===== src/rtl/alu_datamem_seq.sv =====
// Purpose : sequential micro-op engine: register file, ALU and data memory, one op at a time.
// Latency : done pulses in the fifth cycle of an op (IDLE accept -> READ -> EXEC -> MEM -> WB).
// Backpr. : op_ready high only in IDLE; op_valid and op fields are ignored while an op is in flight.
//
// Ports:
//   clk, reset          rising-edge clock, synchronous active-low reset
//   op_valid/op_ready   micro-op handshake (accept on op_valid && op_ready)
//   alu_op, alu_src1/2  ALU function and operand selects; imm is the immediate operand
//   rd_addr1/2, wr_addr source and destination registers
//   reg_write, mem_write, mem_to_reg  writeback enable, store enable, writeback source
//   done                one-cycle completion pulse
//   result, ovf, take_branch, mem_err  status of the last completed op, held until the next done
module alu_datamem_seq #(
    parameter int WIDTH = 16,
    parameter int NREG  = 8,
    parameter int DEPTH = 64,
    localparam int RAW  = $clog2(NREG),
    localparam int MAW  = $clog2(DEPTH)
) (
    input  logic             clk,
    input  logic             reset,
    input  logic             op_valid,
    output logic             op_ready,
    input  logic [3:0]       alu_op,
    input  logic             alu_src1,
    input  logic             alu_src2,
    input  logic [WIDTH-1:0] imm,
    input  logic [RAW-1:0]   rd_addr1,
    input  logic [RAW-1:0]   rd_addr2,
    input  logic [RAW-1:0]   wr_addr,
    input  logic             reg_write,
    input  logic             mem_write,
    input  logic             mem_to_reg,
    output logic             done,
    output logic [WIDTH-1:0] result,
    output logic             ovf,
    output logic             take_branch,
    output logic             mem_err
);

    localparam int SHW = $clog2(WIDTH);

    typedef enum logic [2:0] {IDLE, READ, EXEC, MEM, WB} state_t;

    state_t state_q, state_d;
    logic   accept;

    // Latched micro-op fields
    logic [3:0]       alu_op_q;
    logic             src1_q, src2_q;
    logic [WIDTH-1:0] imm_q;
    logic [RAW-1:0]   rd1_q, rd2_q, wr_q;
    logic             reg_write_q, mem_write_q, mem_to_reg_q;

    // Pipeline-stage registers
    logic [WIDTH-1:0] opa_q, opb_q;
    logic [WIDTH-1:0] alu_q;
    logic             alu_ovf_q, alu_br_q;
    logic [WIDTH-1:0] result_q;
    logic             ovf_q, br_q, merr_q;

    logic [WIDTH-1:0] rf_q [NREG];
    // Memory contents survive reset; they start at zero from configuration.
    logic [WIDTH-1:0] mem_q [DEPTH] = '{default: '0};

    // ------------------------------------------------------------------
    // FSM
    // ------------------------------------------------------------------
    always_ff @(posedge clk) begin
        if (!reset) state_q <= IDLE;
        else        state_q <= state_d;
    end

    always_comb begin
        state_d  = state_q;
        op_ready = 1'b0;
        done     = 1'b0;
        unique case (state_q)
            IDLE: begin
                op_ready = reset;
                if (op_valid && reset) state_d = READ;
            end
            READ: state_d = EXEC;
            EXEC: state_d = MEM;
            MEM:  state_d = WB;
            WB: begin
                done    = 1'b1;
                state_d = IDLE;
            end
            default: state_d = IDLE;
        endcase
    end

    assign accept = op_valid && op_ready;

    // ------------------------------------------------------------------
    // Register-file reads (r0 is hard-wired to zero)
    // ------------------------------------------------------------------
    logic [WIDTH-1:0] rs1_val, rs2_val;

    always_comb begin
        rs1_val = (rd1_q == '0) ? '0 : rf_q[rd1_q];
        rs2_val = (rd2_q == '0) ? '0 : rf_q[rd2_q];
    end

    // ------------------------------------------------------------------
    // ALU (evaluated during EXEC from the captured operands)
    // ------------------------------------------------------------------
    logic [WIDTH-1:0] alu_d, sum, diff;
    logic             alu_ovf_d, alu_br_d, lt_s;
    logic [SHW-1:0]   shamt;

    always_comb begin
        sum       = opa_q + opb_q;
        diff      = opa_q - opb_q;
        lt_s      = $signed(opa_q) < $signed(opb_q);
        shamt     = opb_q[SHW-1:0];
        alu_d     = '0;
        alu_ovf_d = 1'b0;
        alu_br_d  = 1'b0;
        case (alu_op_q)
            4'd0: begin
                alu_d     = sum;
                // Same-sign operands producing a different-sign sum
                alu_ovf_d = (opa_q[WIDTH-1] == opb_q[WIDTH-1]) && (sum[WIDTH-1] != opa_q[WIDTH-1]);
            end
            4'd1: begin
                alu_d     = diff;
                alu_ovf_d = (opa_q[WIDTH-1] != opb_q[WIDTH-1]) && (diff[WIDTH-1] != opa_q[WIDTH-1]);
            end
            4'd2:  alu_d = opa_q & opb_q;
            4'd3:  alu_d = opa_q | opb_q;
            4'd4:  alu_d = opa_q ^ opb_q;
            4'd5:  alu_d = ~opa_q;
            4'd6:  alu_d = opa_q << shamt;
            4'd7:  alu_d = opa_q >> shamt;
            4'd8:  alu_d = $unsigned($signed(opa_q) >>> shamt);
            4'd9:  alu_d = {{(WIDTH-1){1'b0}}, lt_s};
            // Branch compares report A-B as their result
            4'd10: begin alu_d = diff; alu_br_d = (opa_q == opb_q); end
            4'd11: begin alu_d = diff; alu_br_d = (opa_q != opb_q); end
            4'd12: begin alu_d = diff; alu_br_d = lt_s;             end
            default: alu_d = '0;
        endcase
    end

    // ------------------------------------------------------------------
    // Memory access (asynchronous read during MEM)
    // ------------------------------------------------------------------
    logic [MAW-1:0]   mem_addr;
    logic             mem_oob;
    logic [WIDTH-1:0] mem_rdat, wb_d;

    always_comb begin
        mem_addr = alu_q[MAW-1:0];
        // DEPTH is a power of two, so any set bit above the index is out of range
        mem_oob  = |alu_q[WIDTH-1:MAW];
        mem_rdat = mem_oob ? '0 : mem_q[mem_addr];
        wb_d     = mem_to_reg_q ? mem_rdat : alu_q;
    end

    // Store happens on the MEM->WB edge; a reset on that edge cancels it.
    always_ff @(posedge clk) begin
        if (reset && (state_q == MEM) && mem_write_q && !mem_oob)
            mem_q[mem_addr] <= rs2_val;
    end

    // ------------------------------------------------------------------
    // Datapath registers and register file
    // ------------------------------------------------------------------
    always_ff @(posedge clk) begin
        if (!reset) begin
            alu_op_q     <= '0;
            src1_q       <= 1'b0;
            src2_q       <= 1'b0;
            imm_q        <= '0;
            rd1_q        <= '0;
            rd2_q        <= '0;
            wr_q         <= '0;
            reg_write_q  <= 1'b0;
            mem_write_q  <= 1'b0;
            mem_to_reg_q <= 1'b0;
            opa_q        <= '0;
            opb_q        <= '0;
            alu_q        <= '0;
            alu_ovf_q    <= 1'b0;
            alu_br_q     <= 1'b0;
            result_q     <= '0;
            ovf_q        <= 1'b0;
            br_q         <= 1'b0;
            merr_q       <= 1'b0;
            for (int i = 0; i < NREG; i++) rf_q[i] <= '0;
        end else begin
            case (state_q)
                IDLE: begin
                    if (accept) begin
                        alu_op_q     <= alu_op;
                        src1_q       <= alu_src1;
                        src2_q       <= alu_src2;
                        imm_q        <= imm;
                        rd1_q        <= rd_addr1;
                        rd2_q        <= rd_addr2;
                        wr_q         <= wr_addr;
                        reg_write_q  <= reg_write;
                        mem_write_q  <= mem_write;
                        mem_to_reg_q <= mem_to_reg;
                    end
                end
                READ: begin
                    opa_q <= src1_q ? '0 : rs1_val;
                    opb_q <= src2_q ? imm_q : rs2_val;
                end
                EXEC: begin
                    alu_q     <= alu_d;
                    alu_ovf_q <= alu_ovf_d;
                    alu_br_q  <= alu_br_d;
                end
                MEM: begin
                    // Status is loaded here so it is already valid while done is high
                    result_q <= wb_d;
                    ovf_q    <= alu_ovf_q;
                    br_q     <= alu_br_q;
                    merr_q   <= mem_oob;
                end
                WB: begin
                    if (reg_write_q && (wr_q != '0)) rf_q[wr_q] <= result_q;
                end
                default: ;
            endcase
        end
    end

    assign result      = result_q;
    assign ovf         = ovf_q;
    assign take_branch = br_q;
    assign mem_err     = merr_q;

endmodule


===== config.mk =====
export PLATFORM = sky130hd
export DESIGN_NAME = alu_datamem_seq
export DESIGN_NICKNAME = d
export VERILOG_FILES = /design/src/rtl/alu_datamem_seq.sv
export SDC_FILE = /design/constraint.sdc
export NUM_CORES = 2
export LEC_CHECK = 0
export CAP_MARGIN = 10
export CORE_ASPECT_RATIO = 1.1
export CORE_UTILIZATION = 57
export CTS_CLUSTER_SIZE = 24
export DETAILED_ROUTE_END_ITERATION = 8
export HOLD_SLACK_MARGIN = 0.05
export PLACE_DENSITY = 0.77
export SYNTH_ARGS = -nofsm -noshare
export SYNTH_HDL_FRONTEND = slang
export SYNTH_SLANG_ARGS = --single-unit

===== constraint.sdc =====
create_clock -name clk -period 3.5 [get_ports clk]
set_input_delay 1.05 -clock clk [delete_from_list [all_inputs] [get_ports clk]]
set_output_delay 1.05 -clock clk [all_outputs]
set_load 0.01 [all_outputs]

==> metrics.yaml <==
status: "complete, no violations"
layout_commonest_cell: "edfxtp_1"
synth_edf_count: 1152
yosys.area_share.adder: 0.01201
synth_compound_area_frac: 0.04626
arrival_ns: 2.17
layout.cells.most_common_list: "edfxtp_1, mux4_2, buf_4"
port_buffers: 57
synth_simple_gate_area_frac: 0.06195
clkSinkCount: 1270
synth-seq-cells: 1270
synth_cells: 3202
syn2layout_area_growth_pct: 13.58
grt.overflow.total: 0
tightest_slew_ns: 1.155
crit_buf_inv: 1
drive_above_1_share: 0.2379
grt_pass1_wl_mm: 217.7
async_flop_share: 0
start_util: 0.5765
synth-warning-count: 0
synthMuxAreaShare: 0.1747
grt_max_degree: 65
yosysUniqueCellTypes: 84
final_nets: 3531
grt_pass1_vias: 32030
gp_congestion: 0.9814
cts_tree: "done"
crit_path_max_fanout: 9
cts_hold_buf: 0
hpwl_mm: 96.79
routedWlPerCell_um: 31.22
critPathMaxStageDelay_ns: 0.79
max-cap-violations: 0
clk_latency_ns: 0.71
netlist_area_um2: 54390
finClkSkew_ns: 0.02953
cts_buffer_depth: 3
relSlewSlack: 0.2279
power.total_uw: 33390
hold_violations: 0
layout_min_cycle_time_ns: 3.217
cts.reportedPaths.clkPinSlew_ns: 0.06
drtIter0Drc: 4102
worstSetupPathDepth: 1
fmax_mhz: 310.8
die_w_um: 296.5
grtUsageTotal: 0.3151
cp_slowest_cell: "dfxtp_1"
crit_chain: "clkdlybuf4s50_1"
first_pass_iters: 6
ctsRootBufferMaster: "clkbuf_16"
ioPinCount: 58
min_path_type: "register to register"
avgSynthCellArea_um2: 16.99
fin_cells: 4804
crit_family: "flip-flops"
worst-r2r-cell-count: 8
finalSetupTns_ns: 0
synth_top_family_by_area: "multiplexers"
crit_required_ns: 2.45
fill_cells: 6005
vias: 32120
synth_flop_cell: "edfxtp_1"
ctsResizeCount: 0
core_region_area_um2: 94340
die_h_um: 326.0
crit_type: "register to output pin"
grt_antenna_before_repair: 1
rsz0062_at_grt: "false"
power_density_nw_per_um2: 540.5
end_kind: "output pin"
irDropWorstVdd_v: 0.0005222
whs_path_depth: 2
cts_buffers: 116
p_leak_uw: 0.01989
finalMaxSlewViolations: 0
post-route-drc-count: 0
post-cts-setup-buffer-count: 0
viasPerCell: 6.686
routed_wl_mm: 150.0
crit_path_start_kind: "register"
die_area_um2: 96660
rows: 118
yosysSeqAreaShare: 0.6795
ant_nets: 0
synthXorXnorAreaFrac: 0.002093
period_share: 0.9192
setup_viol: 0
h-tree-depth: 3
place_inst: 4585
==> state kept, by name, summed over array words and instances (netlist names), 4 cells and up, named ones only <==
register	count
mem_q	1024
rf_q	128
alu_q	16
imm_q	16
opa_q	16
opb_q	16
result	16
alu_op_q	4
==> report_power, final <==
part | internal (uW) | switching [uW] | total, uW | leakage [uW]
Sequential | 17100 | 210 | 17300 | 0.0117
Clock | 7020 | 5600 | 12600 | 0.00184
Combinational | 1160 | 2320 | 3480 | 0.00634
Total | 25300 | 8130 | 33400 | 0.0199
==> synthesized netlist by cell type (10+ instances only) <==
| cell type | n | area share |
|---|---|---|
| edfxtp_1 | 1152 | 0.64 |
| mux4_2 | 351 | 0.15 |
| nor2_1 | 214 | 0.015 |
| nand2_1 | 202 | 0.014 |
| mux2i_1 | 155 | 0.029 |
| and2_1 | 118 | 0.014 |
| dfxtp_1 | 118 | 0.043 |
| clkbuf_1 | 104 | 0.0072 |
| a21oi_1 | 93 | 0.0086 |
| o21ai_0 | 58 | 0.0053 |
| nand3_1 | 55 | 0.0051 |
| buf_2 | 54 | 0.0050 |
| ha_1 | 49 | 0.011 |
| inv_1 | 49 | 0.0034 |
| nor3_1 | 39 | 0.0036 |
| a211oi_1 | 37 | 0.0051 |
| a22oi_1 | 31 | 0.0043 |
| buf_4 | 27 | 0.0037 |
| nand2b_1 | 23 | 0.0026 |
| a31oi_1 | 18 | 0.0021 |
| buf_1 | 15 | 0.0010 |
| o2111ai_1 | 13 | 0.0021 |
| buf_6 | 12 | 0.0025 |
| nand4_1 | 11 | 0.0013 |
| nor4_1 | 11 | 0.0013 |
| o211ai_1 | 11 | 0.0015 |
| nor2b_1 | 10 | 0.0012 |
| o221ai_1 | 10 | 0.0016 |
==> worst paths after layout <==
check                          startpoint                      to  slack, ns
setup / recovery  result[12]$_SDFFE_PN0P_              result[12]       0.28
hold / removal      imm_q[4]$_SDFFE_PN0P_   imm_q[4]$_SDFFE_PN0P_       0.46
hold reg to reg     imm_q[4]$_SDFFE_PN0P_   imm_q[4]$_SDFFE_PN0P_       0.46
setup reg to reg  state_q[1]$_SDFFE_PN0P_  mem_q[26][2]$_DFFE_PP_       0.40
==> layout make-up <==
class                      count  area (um2)  area share
clock buffer                 138        3073     0.04974
timing repair buffer         321        2898     0.04691
sequential                  1270       36970      0.5985
antenna                        1       2.502  0.00004051
tap                         1260        1577     0.02552
inverter                      55       206.4    0.003342
clock inverter                80       705.7     0.01142
multi-input combinational   1679       16340      0.2646
==> kinds of logic (layout without fill, tap and decap cells) <==
group,Yosys count,in the layout
mux,510,510
flops,1270,1270
other cells,1,17
buf+inv,268,594
fa+ha+maj,51,51
simple gates,716,716
xor+xnor,13,13
compound gates,373,373
==> layer usage <==
metal | track usage | routed length [um]
met3 | 0.05970 | 15950
met5 | 0 | 0
met4 | 0.1440 | 7623
met1 | 0.4177 | 53130
met2 | 0.5087 | 73260
==> per-stage QoR <==
step                        util  hold WS [ns]  instance area, um2  setup slack (ns)
final                     0.6548        0.4602               61780            0.2829
after global routing      0.6548        0.4761               61770            0.2173
after detailed placement  0.6147        0.4481               58000            0.3486
after global placement    0.6147        0.4441               58000            0.4330
after CTS                 0.6548        0.4584               61770            0.2427
after floorplan                -        0.4287               54450            0.2206
Note: power is estimated with default switching activity, not from simulation.
